File: src/rtl/turf_udp_pkg.sv
// Shared definitions for the TURF UDP destination-port demultiplexer:
// header field offsets, FSM state type and the default port list.
package turf_udp_pkg;

  localparam int HDR_IP_OFF   = 32;
  localparam int HDR_PORT_OFF = 16;
  localparam int HDR_LEN_OFF  = 0;

  // Channel index width covers the full 1..8 channel range.
  localparam int IDX_W = 3;

  // Channel i listens on 16'h5400 + i.
  localparam logic [63:0] DEFAULT_PORT_LIST = {16'h5403, 16'h5402, 16'h5401, 16'h5400};

  typedef enum logic [1:0] {
    ST_IDLE = 2'd0,
    ST_HDR  = 2'd1,
    ST_DATA = 2'd2,
    ST_DROP = 2'd3
  } demux_state_t;

endpackage

File: src/rtl/turf_udp_port_match.sv
// Combinational priority match of a UDP destination port against the
// compile-time port list; the lowest matching channel index wins.
module turf_udp_port_match
  import turf_udp_pkg::*;
#(
  parameter int                      NUM_PORTS = 4,
  parameter logic [16*NUM_PORTS-1:0] PORT_LIST = DEFAULT_PORT_LIST
) (
  input  logic [15:0]      i_tdest,
  output logic             o_hit,
  output logic [IDX_W-1:0] o_idx
);

  // Scan from the top index down so a lower duplicate overrides a higher one.
  always_comb begin
    o_hit = 1'b0;
    o_idx = '0;
    for (int i = NUM_PORTS - 1; i >= 0; i--) begin
      if (i_tdest == PORT_LIST[16*i +: 16]) begin
        o_hit = 1'b1;
        o_idx = IDX_W'(i);
      end else begin
        o_hit = o_hit;
        o_idx = o_idx;
      end
    end
  end

endmodule

File: src/rtl/turf_udp_port_demux.sv
// Routes UDP datagrams (header + payload) to a per-destination-port channel;
// unlisted ports are drained. Optional macro TURF_UDP_DEMUX_STATS_EN adds drop_count.
module turf_udp_port_demux
  import turf_udp_pkg::*;
#(
  parameter int                      NUM_PORTS = 4,
  parameter logic [16*NUM_PORTS-1:0] PORT_LIST = DEFAULT_PORT_LIST
) (
  input  logic                    clk,
  input  logic                    rst,
  input  logic [63:0]             s_udphdr_tdata,
  input  logic [15:0]             s_udphdr_tdest,
  input  logic                    s_udphdr_tvalid,
  output logic                    s_udphdr_tready,
  input  logic [63:0]             s_udpdata_tdata,
  input  logic [7:0]              s_udpdata_tkeep,
  input  logic                    s_udpdata_tlast,
  input  logic                    s_udpdata_tvalid,
  output logic                    s_udpdata_tready,
  output logic [64*NUM_PORTS-1:0] m_udphdr_tdata,
  output logic [NUM_PORTS-1:0]    m_udphdr_tvalid,
  input  logic [NUM_PORTS-1:0]    m_udphdr_tready,
  output logic [64*NUM_PORTS-1:0] m_udpdata_tdata,
  output logic [8*NUM_PORTS-1:0]  m_udpdata_tkeep,
  output logic [NUM_PORTS-1:0]    m_udpdata_tlast,
  output logic [NUM_PORTS-1:0]    m_udpdata_tvalid,
  input  logic [NUM_PORTS-1:0]    m_udpdata_tready
`ifdef TURF_UDP_DEMUX_STATS_EN
  ,
  output logic [31:0]             drop_count
`endif
);

  demux_state_t     r_state;
  demux_state_t     w_state_nxt;
  logic [IDX_W-1:0] r_sel;
  logic [63:0]      r_hdr;
  logic             w_hit;
  logic [IDX_W-1:0] w_idx;
  logic             w_hdr_hs;
  logic             w_sel_hdr_rdy;
  logic             w_sel_dat_rdy;

  turf_udp_port_match #(
    .NUM_PORTS (NUM_PORTS),
    .PORT_LIST (PORT_LIST)
  ) u_match (
    .i_tdest (s_udphdr_tdest),
    .o_hit   (w_hit),
    .o_idx   (w_idx)
  );

  // Header is only taken in IDLE, and never while reset is held.
  assign s_udphdr_tready = (r_state == ST_IDLE) && !rst;
  assign w_hdr_hs        = s_udphdr_tvalid && s_udphdr_tready;

  always_comb begin
    w_sel_hdr_rdy = 1'b0;
    w_sel_dat_rdy = 1'b0;
    for (int i = 0; i < NUM_PORTS; i++) begin
      if (r_sel == IDX_W'(i)) begin
        w_sel_hdr_rdy = m_udphdr_tready[i];
        w_sel_dat_rdy = m_udpdata_tready[i];
      end else begin
        w_sel_hdr_rdy = w_sel_hdr_rdy;
        w_sel_dat_rdy = w_sel_dat_rdy;
      end
    end
  end

  always_comb begin
    w_state_nxt = r_state;
    case (r_state)
      ST_IDLE: begin
        if (w_hdr_hs) begin
          w_state_nxt = w_hit ? ST_HDR : ST_DROP;
        end else begin
          w_state_nxt = ST_IDLE;
        end
      end
      ST_HDR: begin
        if (w_sel_hdr_rdy) begin
          w_state_nxt = ST_DATA;
        end else begin
          w_state_nxt = ST_HDR;
        end
      end
      ST_DATA: begin
        if (s_udpdata_tvalid && w_sel_dat_rdy && s_udpdata_tlast) begin
          w_state_nxt = ST_IDLE;
        end else begin
          w_state_nxt = ST_DATA;
        end
      end
      ST_DROP: begin
        if (s_udpdata_tvalid && s_udpdata_tlast) begin
          w_state_nxt = ST_IDLE;
        end else begin
          w_state_nxt = ST_DROP;
        end
      end
      default: w_state_nxt = ST_IDLE;
    endcase
  end

  always_ff @(posedge clk) begin
    if (rst) begin
      r_state <= ST_IDLE;
      r_sel   <= '0;
      r_hdr   <= '0;
    end else begin
      r_state <= w_state_nxt;
      if (w_hdr_hs) begin
        r_hdr[HDR_IP_OFF +: 32]   <= s_udphdr_tdata[HDR_IP_OFF +: 32];
        r_hdr[HDR_PORT_OFF +: 16] <= s_udphdr_tdata[HDR_PORT_OFF +: 16];
        r_hdr[HDR_LEN_OFF +: 16]  <= s_udphdr_tdata[HDR_LEN_OFF +: 16];
        if (w_hit) begin
          r_sel <= w_idx;
        end else begin
          r_sel <= r_sel;
        end
      end else begin
        r_hdr <= r_hdr;
        r_sel <= r_sel;
      end
    end
  end

  // Data and header are broadcast; only the selected channel sees a valid.
  assign m_udphdr_tdata  = {NUM_PORTS{r_hdr}};
  assign m_udpdata_tdata = {NUM_PORTS{s_udpdata_tdata}};
  assign m_udpdata_tkeep = {NUM_PORTS{s_udpdata_tkeep}};
  assign m_udpdata_tlast = {NUM_PORTS{s_udpdata_tlast}};

  always_comb begin
    m_udphdr_tvalid  = '0;
    m_udpdata_tvalid = '0;
    for (int i = 0; i < NUM_PORTS; i++) begin
      m_udphdr_tvalid[i]  = (r_state == ST_HDR) && (r_sel == IDX_W'(i));
      m_udpdata_tvalid[i] = (r_state == ST_DATA) && (r_sel == IDX_W'(i)) && s_udpdata_tvalid;
    end
  end

  always_comb begin
    case (r_state)
      ST_DATA: s_udpdata_tready = w_sel_dat_rdy;
      ST_DROP: s_udpdata_tready = 1'b1;
      default: s_udpdata_tready = 1'b0;
    endcase
  end

`ifdef TURF_UDP_DEMUX_STATS_EN
  logic [31:0] r_drop_cnt;

  always_ff @(posedge clk) begin
    if (rst) begin
      r_drop_cnt <= 32'd0;
    end else if (w_hdr_hs && !w_hit && (r_drop_cnt != 32'hFFFF_FFFF)) begin
      r_drop_cnt <= r_drop_cnt + 32'd1;
    end else begin
      r_drop_cnt <= r_drop_cnt;
    end
  end

  assign drop_count = r_drop_cnt;
`endif

endmodule

File: config.mk
export PLATFORM = sky130hd
export DESIGN_NAME = turf_udp_port_demux
export DESIGN_NICKNAME = d
export VERILOG_FILES = /design/src/rtl/turf_udp_pkg.sv /design/src/rtl/turf_udp_port_match.sv /design/src/rtl/turf_udp_port_demux.sv
export SDC_FILE = /design/constraint.sdc
export NUM_CORES = 1
export LEC_CHECK = 0
export ABC_AREA = 1
export CAP_MARGIN = 20
export CORE_AREA = 5 5 278 280
export CTS_BUF_LIST = sky130_fd_sc_hd__clkbuf_8
export CTS_CLUSTER_DIAMETER = 50
export DETAILED_ROUTE_END_ITERATION = 16
export DIE_AREA = 0 0 283 285
export REMOVE_ABC_BUFFERS = 1
export SLEW_MARGIN = 20
export SYNTH_ARGS = -nofsm -noshare
export SYNTH_HDL_FRONTEND = slang
export SYNTH_SLANG_ARGS = --single-unit
File: constraint.sdc
create_clock -name clk -period 1.55 [get_ports clk]
set_input_delay 0.2325 -clock clk [delete_from_list [all_inputs] [get_ports clk]]
set_output_delay 0.2325 -clock clk [all_outputs]
set_load 0.005 [all_outputs]
# Word level (Yosys, flattened, before mapping)
# Cells that the tools add are included.
# Widths: inputs -> output; s select.
[word_totals] regBits=69 inputBits=165 out_inout_bits=558 elab_cells=57
[op_classes] eq_ne=10 muxes=23 n_reduce_logical=21
[ops] op="$eq 16x15->1 const B" count=4
[ops] op="$mux 2" count=9
[ops] op="$logic_and 1x1->1" count=17
[ops] op="$mux 1" count=12
[ops] op="$pmux 2 s4" count=1
[ops] op="$eq 3x2->1 const B" count=2
[ops] op="$eq 2x2->1 const B" count=2
[ops] op="$eq 3x1->1 const B" count=1
[ops] op="$logic_not 3->1" count=1
[ops] op="$eq 2x1->1 const B" count=1
[ops] op="$logic_not 2->1" count=1
[ops] op="$pmux 1 s2" count=1
[ops] op="$reduce_and 2->1" count=1
[ops] op="$logic_not 1->1" count=1

# Longest topological paths before layout
# Gate-level depths: netlist of the first run.
[logic_depth] ltp_word=9 ltp_mapped=11 ltp_nobuf=11

# Hierarchy
# From an unflattened synthesis of the first run, not the netlist that was laid out.
[hier_totals] cells_unflattened=857 area_unflattened_um2=6596.3
[modules_own_cells] module="turf_udp_port_demux" instances=1 cells_each=827 area_each_um2=6473.7 seq_area_each_um2=1381.3
[modules_own_cells] module="turf_udp_port_match" instances=1 cells_each=30 area_each_um2=122.6 seq_area_each_um2=0.0

# Worst setup path after synthesis of the first run
# No wires, ideal clock.
[synth_path] path_kind="register to register" from="reg r_state[1]" to="reg r_hdr[17]" setup_ns=0.132 arrival_ns=1.008 required_time_ns=1.418 slack_ns=0.410 path_stages_with_launch=9 n_path_buf=2 synth_period_minus_slack_ns=1.140 cell_sequence="dfxtp_1 nor2_1 nand2_1 inv_2 nand2_2 buf_4 buf_4 nand2_1 a21oi_1"
[synth_between] elab_chain_len=3
[synth_lines] item="start: declaration" line_no="turf_udp_port_demux.sv:34" source="demux_state_t r_state;"
[synth_lines] item="start signal: assignment" line_no="turf_udp_port_demux.sv:112" source="r_state <= w_state_nxt;"
[synth_lines] item="$logic_not 2->1" line_no="turf_udp_port_demux.sv:54" source="assign s_udphdr_tready = (r_state == ST_IDLE) && !rst;"
[synth_lines] item="$logic_and 1x1->1" line_no="turf_udp_port_demux.sv:54"
[synth_lines] item="via s_udphdr_tready" line_no="turf_udp_port_demux.sv:14" source="output logic s_udphdr_tready,"
[synth_lines] item="$logic_and 1x1->1" line_no="turf_udp_port_demux.sv:55" source="assign w_hdr_hs = s_udphdr_tvalid && s_udphdr_tready;"
[synth_lines] item="end signal: indexed assignment" line_no="turf_udp_port_demux.sv:114" source="r_hdr[HDR_IP_OFF +: 32] <= s_udphdr_tdata[HDR_IP_OFF +: 32];"
[synth_lines] item="end signal: indexed assignment" line_no="turf_udp_port_demux.sv:115" source="r_hdr[HDR_PORT_OFF +: 16] <= s_udphdr_tdata[HDR_PORT_OFF +: 16];"
[synth_lines] item="end signal: indexed assignment" line_no="turf_udp_port_demux.sv:116" source="r_hdr[HDR_LEN_OFF +: 16] <= s_udphdr_tdata[HDR_LEN_OFF +: 16];"
[synth_lines] item="end: declaration" line_no="turf_udp_port_demux.sv:37" source="logic [63:0] r_hdr;"
# The timed path passes the listed nets, and every way through them passes these cells.
# A chain may end at the register's enable or synchronous reset.

# Final worst setup path of the first run
[layout_path] from="reg r_sel[0]" to="out s_udpdata_tready"
[layout_between] elab_chain_len=6 elab_cells_between_ends=9 classes_between="3 x eq/ne; 5 x mux; 1 x reduce/logical"
[layout_lines] item="start: declaration" line_no="turf_udp_port_demux.sv:36" source="logic [IDX_W-1:0] r_sel;"
[layout_lines] item="start signal: assignment" line_no="turf_udp_port_demux.sv:118" source="r_sel <= w_idx;"
[layout_lines] item="start signal: assignment" line_no="turf_udp_port_demux.sv:120" source="r_sel <= r_sel;"
[layout_lines] item="start signal: assignment" line_no="turf_udp_port_demux.sv:124" source="r_sel <= r_sel;"
[layout_lines] item="$logic_not 3->1" line_no="turf_udp_port_demux.sv:61" source="if (r_sel == IDX_W'(i)) begin"
[layout_lines] item="$mux 1 (3 in series)" line_no="turf_udp_port_demux.sv:61"
[layout_lines] item="$mux 1 (*)" line_no="turf_udp_port_demux.sv:61"
[layout_lines] item="$pmux 1 s2 (*)" line_no="turf_udp_port_demux.sv:145" source="case (r_state)"
[layout_lines] item="end: declaration" line_no="turf_udp_port_demux.sv:19" source="output logic s_udpdata_tready,"
# Every way passes the cells marked *; elsewhere a longest branch is shown, timed or not.

==> results, run 1 <==
- The most crowded layer after global routing is met2.
- Global routing consumed, on the met1 layer, 10.54% of the routing resources.
- The clock passes through at most 2 buffers.
- The via count is 5249.
- Once detailed placement completed, the half-perimeter wirelength came to 37.82 mm.
- 723 I/O pins were placed.
- The worst slack at placement is -0.3048 ns.
- The via count of the first global-routing pass came to 5721.
- The maximum operating frequency is about 630 MHz.
- Clock-pin slew was measured on the worst setup and hold paths at 0.11 ns.
- The count of final setup violators is 1.
- The post-synthesis instance total is 856.
- IR analysis of the VDD net gives a maximum drop of roughly 0.38 mV.
- Traced cell by cell, the critical path runs through inv_4, nand2_2, or2_1, nand2_1, a21boi_1, buf_2.
- The cell area after placement is 0.007610 mm².
- The area added between synthesis and finish is 32.01%.
- Entering global routing, the biggest net connects between 60 and 70 pins.
- The number of synthesis warnings is 0.
- In this run the mean area of a mapped cell was 7.379 µm².
- The detail route stage leaves a number of antenna-violating nets equal to 0.
- The placement row count is 100.
- The final reports fail on negative setup slack.
- The final critical-path setup slack is -0.04647 ns.
- In the routed design, unresolved DRC markers number 0.
- The first TritonRoute pass finished after 4 iterations.
- Sequential cells account for 38.0% of the total power.
- The internal portion of the total power is 3.496 mW.
- The DRC violation total after the first TritonRoute iteration is 128.
- The total wire length after detailed routing is 47.62 mm.
- The instance count after placement with tap cells included is 1708.
- Of the cells placed in the final design, the portion with a size suffix greater than 1 is 26.26%.
- The run finished, with violations left.
- The flip-flop and latch count after synthesis is just under 70.
- In this run the tightest slew margin relative to its limit is roughly 73%.
- The effective utilization at floorplan is under 10%.
- The clock tree from TritonCTS is yes.
- The detail-routed via count per cell is 2.908.
- At the worst endpoint, the required time is 1.32 ns.
- The global-route track usage on met2 is approximately 17%.
- The clock arrives with 0.02858 ns of skew.
- The total of max-cap violations is 0.
- The count of cell types in the netlist is 17.
- After synthesis, flip-flops and latches occupy 21.55% of the total area.
- The net switching power is 1.520 mW.
- The post-layout net count is 994.
- The setup TNS after final layout is -0.04647 ns.
- The family with the most delay on the worst path is flip-flops.
- The count of buffers inserted at the top-level ports is 362.
- The areal power density over the cells is 601.6 mW/mm².
- In the global route stage, met3 resource usage came out at between 10% and 20%.
- Data on the critical path arrives at its endpoint at between 1 and 1.5 ns.
- The number of standard cells in the layout, taps in and fillers out is 1805.
- Setup repair after global routing could not meet its margin everywhere.
- Together, buffers and inverters on the worst path number 2.
- The final-report max-slew violation count was 0.
- In this run the standard cell core region covers 0.07420 mm².
- The worst-path maximum fanout is 4.
- The path type of the worst setup path is flip-flop to output port.
- The die boundary width is 283 µm.
- The root buffer cell chosen for the clock tree is clkbuf_8.
- The path class of the tightest hold or removal check is input pin to flip-flop.
- The worst path uses 103.0% of the clock period.
- With fillers left out, the area of the finished cells amounts to approximately 0.0083 mm².
- The worst path in the final design needs a cycle of 1.596 ns, including I/O delays and setup.
- The mapped netlist covers 0.006316 mm².
- The kind of end point of the critical path is an output port.
- The global router's overall resource usage is 11.47%.
- In this run, CTS created clock tree buffers numbering 9.
- In this design, the stage delay of the slowest critical-path cell is 0.38 ns.
- The first global-routing pass estimated 61.02 mm of wire.
- The startpoint class of the critical path is a flip-flop.
- In the final routed layout, each cell accounts on average for approximately 26 µm.
- For the worst-skew pair, the clock arrives at the later sink with an insertion delay of 0.43 ns.
- The cell with the largest stage delay on the worst path is dfxtp_4.
- The congestion estimate from routability-driven global placement came to around 0.8.
- The remaining global-route overflow is 0.
- The count of endpoints failing hold in the final timing report came to 0.
- The reported leakage power is 4.127 nW.
- The transition at the pin with the smallest max-transition slack is between 0.4 and 0.5 ns.
- The die is 285 µm tall.
- The H-tree depth reported by CTS is 3.
- For this design, the sink count on the clock tree is 68.
- The clock network accounts for 35.8% of the total power.
- The area of the die is slightly above 0.08 mm².
- Combinational logic burns 26.2% of the power.
- The proportion of total power due to net switching is 30.31%.
- The initial antenna violation count is 8.
- The design draws 5.016 mW.
[logic make-up (layout without fill, tap and decap cells)]
group,count (synthesis),in the layout,share of synthesized area [%]
other,0,2,0
buffers and inverters,519,497,60.72
and+or+nand+nor,198,198,12.04
AOI/OAI and AO/OA,71,71,5.686
DFF,68,68,21.55
[registers in the layout, summed over array words and instances, names as in the netlist]
register and flops:
r_hdr 64, r_sel 2, r_state 2
[worst register-to-register path, cell delays in order (launching register included)]
cell	delay (ns)
dfxtp_4	0.39
nor2_4	0.09
nand2_2	0.06
inv_2	0.06
nand2_2	0.07
inv_2	0.08
buf_12	0.16
buf_4	0.22
nand2_1	0.07
a21oi_1	0.13
[per-layer routing]
layer  vias to the layer above  routed length, µm
met1                      2315              16210
met3                        45              10930
met2                       769              19450
li1                       2100                  -
met5                         -                480
met4                        20                550
[final timing paths]
kind / start / end / slack (ns) / depth (start not counted)
setup / recovery: r_sel[0] / s_udpdata_tready / -0.05 / 6
hold reg to reg: r_hdr[4] / r_hdr[4] / 0.49 / 2
hold / removal: s_udphdr_tdata[37] / r_hdr[37] / 0.33 / 3
setup reg to reg: r_state[1] / r_hdr[45] / 0.16 / 9
[cells in the final DEF (no fill, tap or decap), types with 2 or more instances in the layout]
cell type / instances
dlygate4sd2_1: 251
nand2_1: 157
buf_4: 100
clkdlybuf4s50_1: 97
a21oi_1: 65
dfxtp_4: 41
dfxtp_2: 27
nor2_1: 20
buf_2: 10
clkbuf_8: 9
nand3_1: 7
inv_1: 7
inv_2: 5
o21ai_0: 4
buf_12: 4
nor2_4: 3
nand2_2: 3
inv_4: 3
nand2_4: 3
diode_2: 2
nor2_2: 2
bufinv_16: 2
clkinvlp_4: 2
dlymetal6s2s_1: 2
[repair_timing]
item,CTS,global route
pin swaps,2,4
endpoints found under the setup margin,267,10
hold buffers,0,0
setup buffers,77,2
hold endpoints to repair,0,0
gates resized for setup,416,14
[power by group through the flow]
stage	combinational, mW	sequential [mW]	clock [mW]
after floorplan	0.192	2.03	0
after global placement	1.35	2.02	0
after detailed placement	1.35	2.02	0
after CTS	1.34	1.91	1.98
after global routing	1.43	1.92	2.02
final	1.31	1.91	1.79
[cell usage after synthesis]
master    instances  area (µm²)
nand3_1           8       40.04
clkbuf_1          7       26.28
nand2_1         162       608.1
nor2_1           25       93.84
inv_1            10       37.54
buf_2             2       10.01
nand4_1           1       6.260
dfxtp_1          68        1361
buf_6             6       67.56
or2_1             1       6.260
a31oi_1           1       6.260
o21ai_0           4       20.02
a21oi_1          65       325.3
a21boi_0          1       7.510
inv_2             4       15.01
buf_4           490        3679
nand2_2           1       6.260
[cell type report]
cell class,instances,area [µm²]
Timing Repair Buffer,467,4108
Clock inverter,7,92.59
Fill cell,8642,65860
Inverter,14,60.06
Clock buffer,9,123.9
Antenna cell,2,5.005
Multi-Input combinational cell,269,1187
Sequential cell,68,1549
Tap cell,969,1212
[metrics by stage]
step | hold WS (ns) | utilization [%]
finish | 0.3341 | 11.24
global route | 0.2716 | 11.24
CTS | 0.2459 | 11.17
global placement | 0.4656 | 10.26
detailed placement | 0.4656 | 10.26
floorplan | 0.3016 | -
Power figures use the tool's default switching activity.
==> inputs of run 2 (changes only) <==
- HOLD_SLACK_MARGIN: default -> 0.08
- TNS_END_PERCENT: default -> 50
==> run 2 against run 1 <==
Compared with the run above: the run still ends with negative setup slack left; utilization shrank 0.39 points; flip-flop and latch count is the same; combinational power shrank 7%; worst hold slack lost 0.0026 ns; register-to-register slack is essentially flat; maximum frequency grew 0.25%; wire length shrank 0.96%; critical path type unchanged.
==> results, run 2 (same netlist as run 1, synthesis figures left out) <==
- The clock latency at the later pin of the worst-skew pair was 0.43 ns (about the same).
- The total of max-cap violations was 0 (unchanged).
- The worst hold slack is 0.3315 ns (was 0.3341 ns).
- Ordered cell list for the critical path: inv_4, nand2_2, or2_1, nand2_1, a21boi_1, buf_2 (unchanged).
- The placement row count is 100 (unchanged).
- The worst supply voltage drop on vdd is 0.3819 mV (was 0.3811 mV).
- The instance count after placement with tap cells included was 1708 (unchanged).
- The count of buffers inserted at the top-level ports is 362 (unchanged).
- The detailed-router iteration count before antenna repair was 4 (unchanged).
- The final critical-path setup slack is -0.04252 ns (was -0.04647 ns).
- The number of antenna-violating nets in the routed design was 0 (unchanged).
- The areal power density over the cells is 613.9 mW/mm² (was 601.6 mW/mm²).
- The clock skew is 0.02994 ns (was 0.02858 ns).
- The wire length per cell came to 26.66 µm (was 26.38 µm).
- The family with the most delay on the worst path is flip-flops (unchanged).
- The path type of the worst setup path is flip-flop to output port (unchanged).
- The final cell utilization of the core is 10.85% (was 11.24%).
- The initial antenna violation count is 8 (unchanged).
- Setup repair after global routing missed its margin: true (unchanged).
- The cell area after placement was 0.007610 mm² (unchanged).
- The CTS root buffer is clkbuf_8 (unchanged).
- The maximum number of pins on one net before global-route repair is 66 (unchanged).
- The worst slack at placement is -0.3048 ns (unchanged).
- The placed wire-length estimate after detailed placement came to 37.82 mm (unchanged).
- The global router's overall resource usage is 11.35% (was 11.47%).
- The I/O pin count is 723 (unchanged).
- The maximum operating frequency is 627.9 MHz (was 626.4 MHz).
- The final period utilization is 102.7% (was 103.0%).
- The total clock buffers created by CTS is 9 (unchanged).
- The transition at the pin with the smallest max-transition slack is 0.3984 ns (was 0.4025 ns).
- The register with the most flip-flops is r_hdr (unchanged).
- Failing checks: negative setup slack (unchanged).
- The post-layout net count is 957 (was 994).
- The kind of end point of the critical path is an output port (unchanged).
- The die boundary width is 283 µm (unchanged).
- The reported leakage power is 3.931 nW (was 4.127 nW).
- The effective utilization at floorplan is 8.513% (unchanged).
- The final weighted congestion of routability-driven global placement is 0.8020 (unchanged).
- The count of endpoints failing hold in the final timing report is 0 (unchanged).
- The total wire length after detailed routing was 47.17 mm (was 47.62 mm).
- The number of buffers and inverters on the critical path was 2 (unchanged).
- The total of hold buffers inserted after clock tree synthesis is 0 (unchanged).
- The required time of the critical path was 1.32 ns (about the same).
- The power consumption is 4.941 mW (was 5.016 mW).
- The via count of the first global-routing pass is 5527 (was 5721).
- The area added between synthesis and finish is 27.44% (was 32.01%).
- The setup TNS after final layout is -0.04252 ns (was -0.04647 ns).
- The worst-path maximum fanout was 4 (unchanged).
- The placeable core region is 0.07420 mm² (unchanged).
- The final instance area is 0.008049 mm² (was 0.008338 mm²).
- The final-report max-slew violation count was 0 (unchanged).
- The clock period minus worst slack is 1.593 ns (was 1.596 ns).
- The global-route wire length before repair is 60.22 mm (was 61.02 mm).
- The via count is 5073 (was 5249).
- The y dimension of the die was 285 µm (unchanged).
- The arrival time of the worst setup path is 1.36 ns (about the same).
- The number of flip-flops under the largest register name is 64 (unchanged).
- The post-detailed-route DRC marker count is 0 (unchanged).
- Outcome: finished, violations left (unchanged).
- The H-tree depth reported by CTS came to 3 (unchanged).
- The remaining global-route overflow is 0 (unchanged).
- Leading cell types in the layout, fill and taps excluded: dlygate4sd2_1 (256), nand2_1 (157), clkdlybuf4s50_1 (94), a21oi_1 (65), buf_4 (63) (was dlygate4sd2_1 (251), nand2_1 (157), buf_4 (100), clkdlybuf4s50_1 (97), a21oi_1 (65)).
- The cell with the largest stage delay on the worst path was dfxtp_4 (unchanged).
- The leading cell type in the layout, fill and taps excluded is dlygate4sd2_1 (unchanged).
- The DRC violation total after the first TritonRoute iteration is 116 (was 128).
- The area of the die is 0.08066 mm² (unchanged).
- The count of final setup violators is 1 (unchanged).
- Registers with the most flip-flops: r_hdr: 64 flops, r_sel: 2 flops, r_state: 2 flops (unchanged).
- The classification of the worst-slack hold path is input pin to flip-flop (unchanged).
- The clock input transition at the sequential cells of the worst setup and hold paths is 0.11 ns (about the same).
- The clock tree from TritonCTS is yes (unchanged).
- The detail-routed via count per cell is 2.868 (was 2.908).
- The relative slew slack is 73.44% (was 73.17%).
- The startpoint class of the critical path is a flip-flop (unchanged).
- The number of clock sinks is 68 (unchanged).
- The stage delay of the slowest cell on the critical path is 0.37 ns (was 0.38 ns).
- The number of standard cells in the layout, taps in and fillers out is 1769 (was 1805).
- The maximum buffer depth of the clock tree is 2 (unchanged).
- The share of final-layout standard cells stronger than drive strength 1 came to 22.84% (was 26.26%).
## run 2: cell count changes in the layout (fill, tap and decap cells not counted), sizes merged
cell           change
dlymetal6s2s       -1
clkdlybuf4s50      -3
dlygate4sd2        +5
clkdlybuf4s15      -1
buf               -37
diode              +1
## run 2: timing repair
| action | CTS | global route |
|---|---|---|
| endpoints found under the setup margin | 267 | 9 |
| buffers inserted | 40 | 2 |
| pin swaps | 2 | 4 |
| resized for setup | 419 | 12 |
| hold endpoints to repair | 0 | 0 |
## run 2: where the power goes
| group | switching (mW) | total [mW] | leakage [nW] | internal (mW) |
|---|---|---|---|---|
| Sequential | 0.107 | 1.92 | 0.597 | 1.81 |
| Clock | 0.897 | 1.80 | 0.107 | 0.900 |
| Combinational | 0.499 | 1.22 | 3.23 | 0.724 |
## run 2: final timing paths
check,start,endpoint,slack (ns),depth (start not counted)
setup / recovery,r_sel[0],s_udpdata_tready,-0.04,6
hold / removal,s_udphdr_tdata[37],r_hdr[37],0.33,3
setup reg to reg,r_state[1],r_hdr[45],0.16,9
hold reg to reg,r_hdr[39],r_hdr[39],0.49,2
## run 2: final cells by class
class,instances,area (µm²)
Fill cell,8665,66150
Timing Repair Buffer,430,3821
Sequential cell,68,1549
Tap cell,969,1212
Multi-Input combinational cell,269,1182
Clock buffer,9,123.9
Clock inverter,7,92.59
Inverter,14,60.06
Antenna cell,3,7.507
## run 2: routing by layer
layer / track usage [%] / wire length, µm / share of wire [%]
met3: 13.03 / 11190 / 24
met1: 10.35 / 15620 / 33
met5: 4.405 / 486 / 1.0
met2: 16.52 / 19400 / 41
met4: 2.288 / 465 / 0.99
## run 2: worst register-to-register path, cell delays in order, from the launching register on
cell,delay [ns]
dfxtp_4,0.39
nor2_4,0.09
nand2_2,0.06
inv_2,0.06
nand2_2,0.07
inv_2,0.08
buf_12,0.16
buf_4,0.22
nand2_1,0.07
a21oi_1,0.13
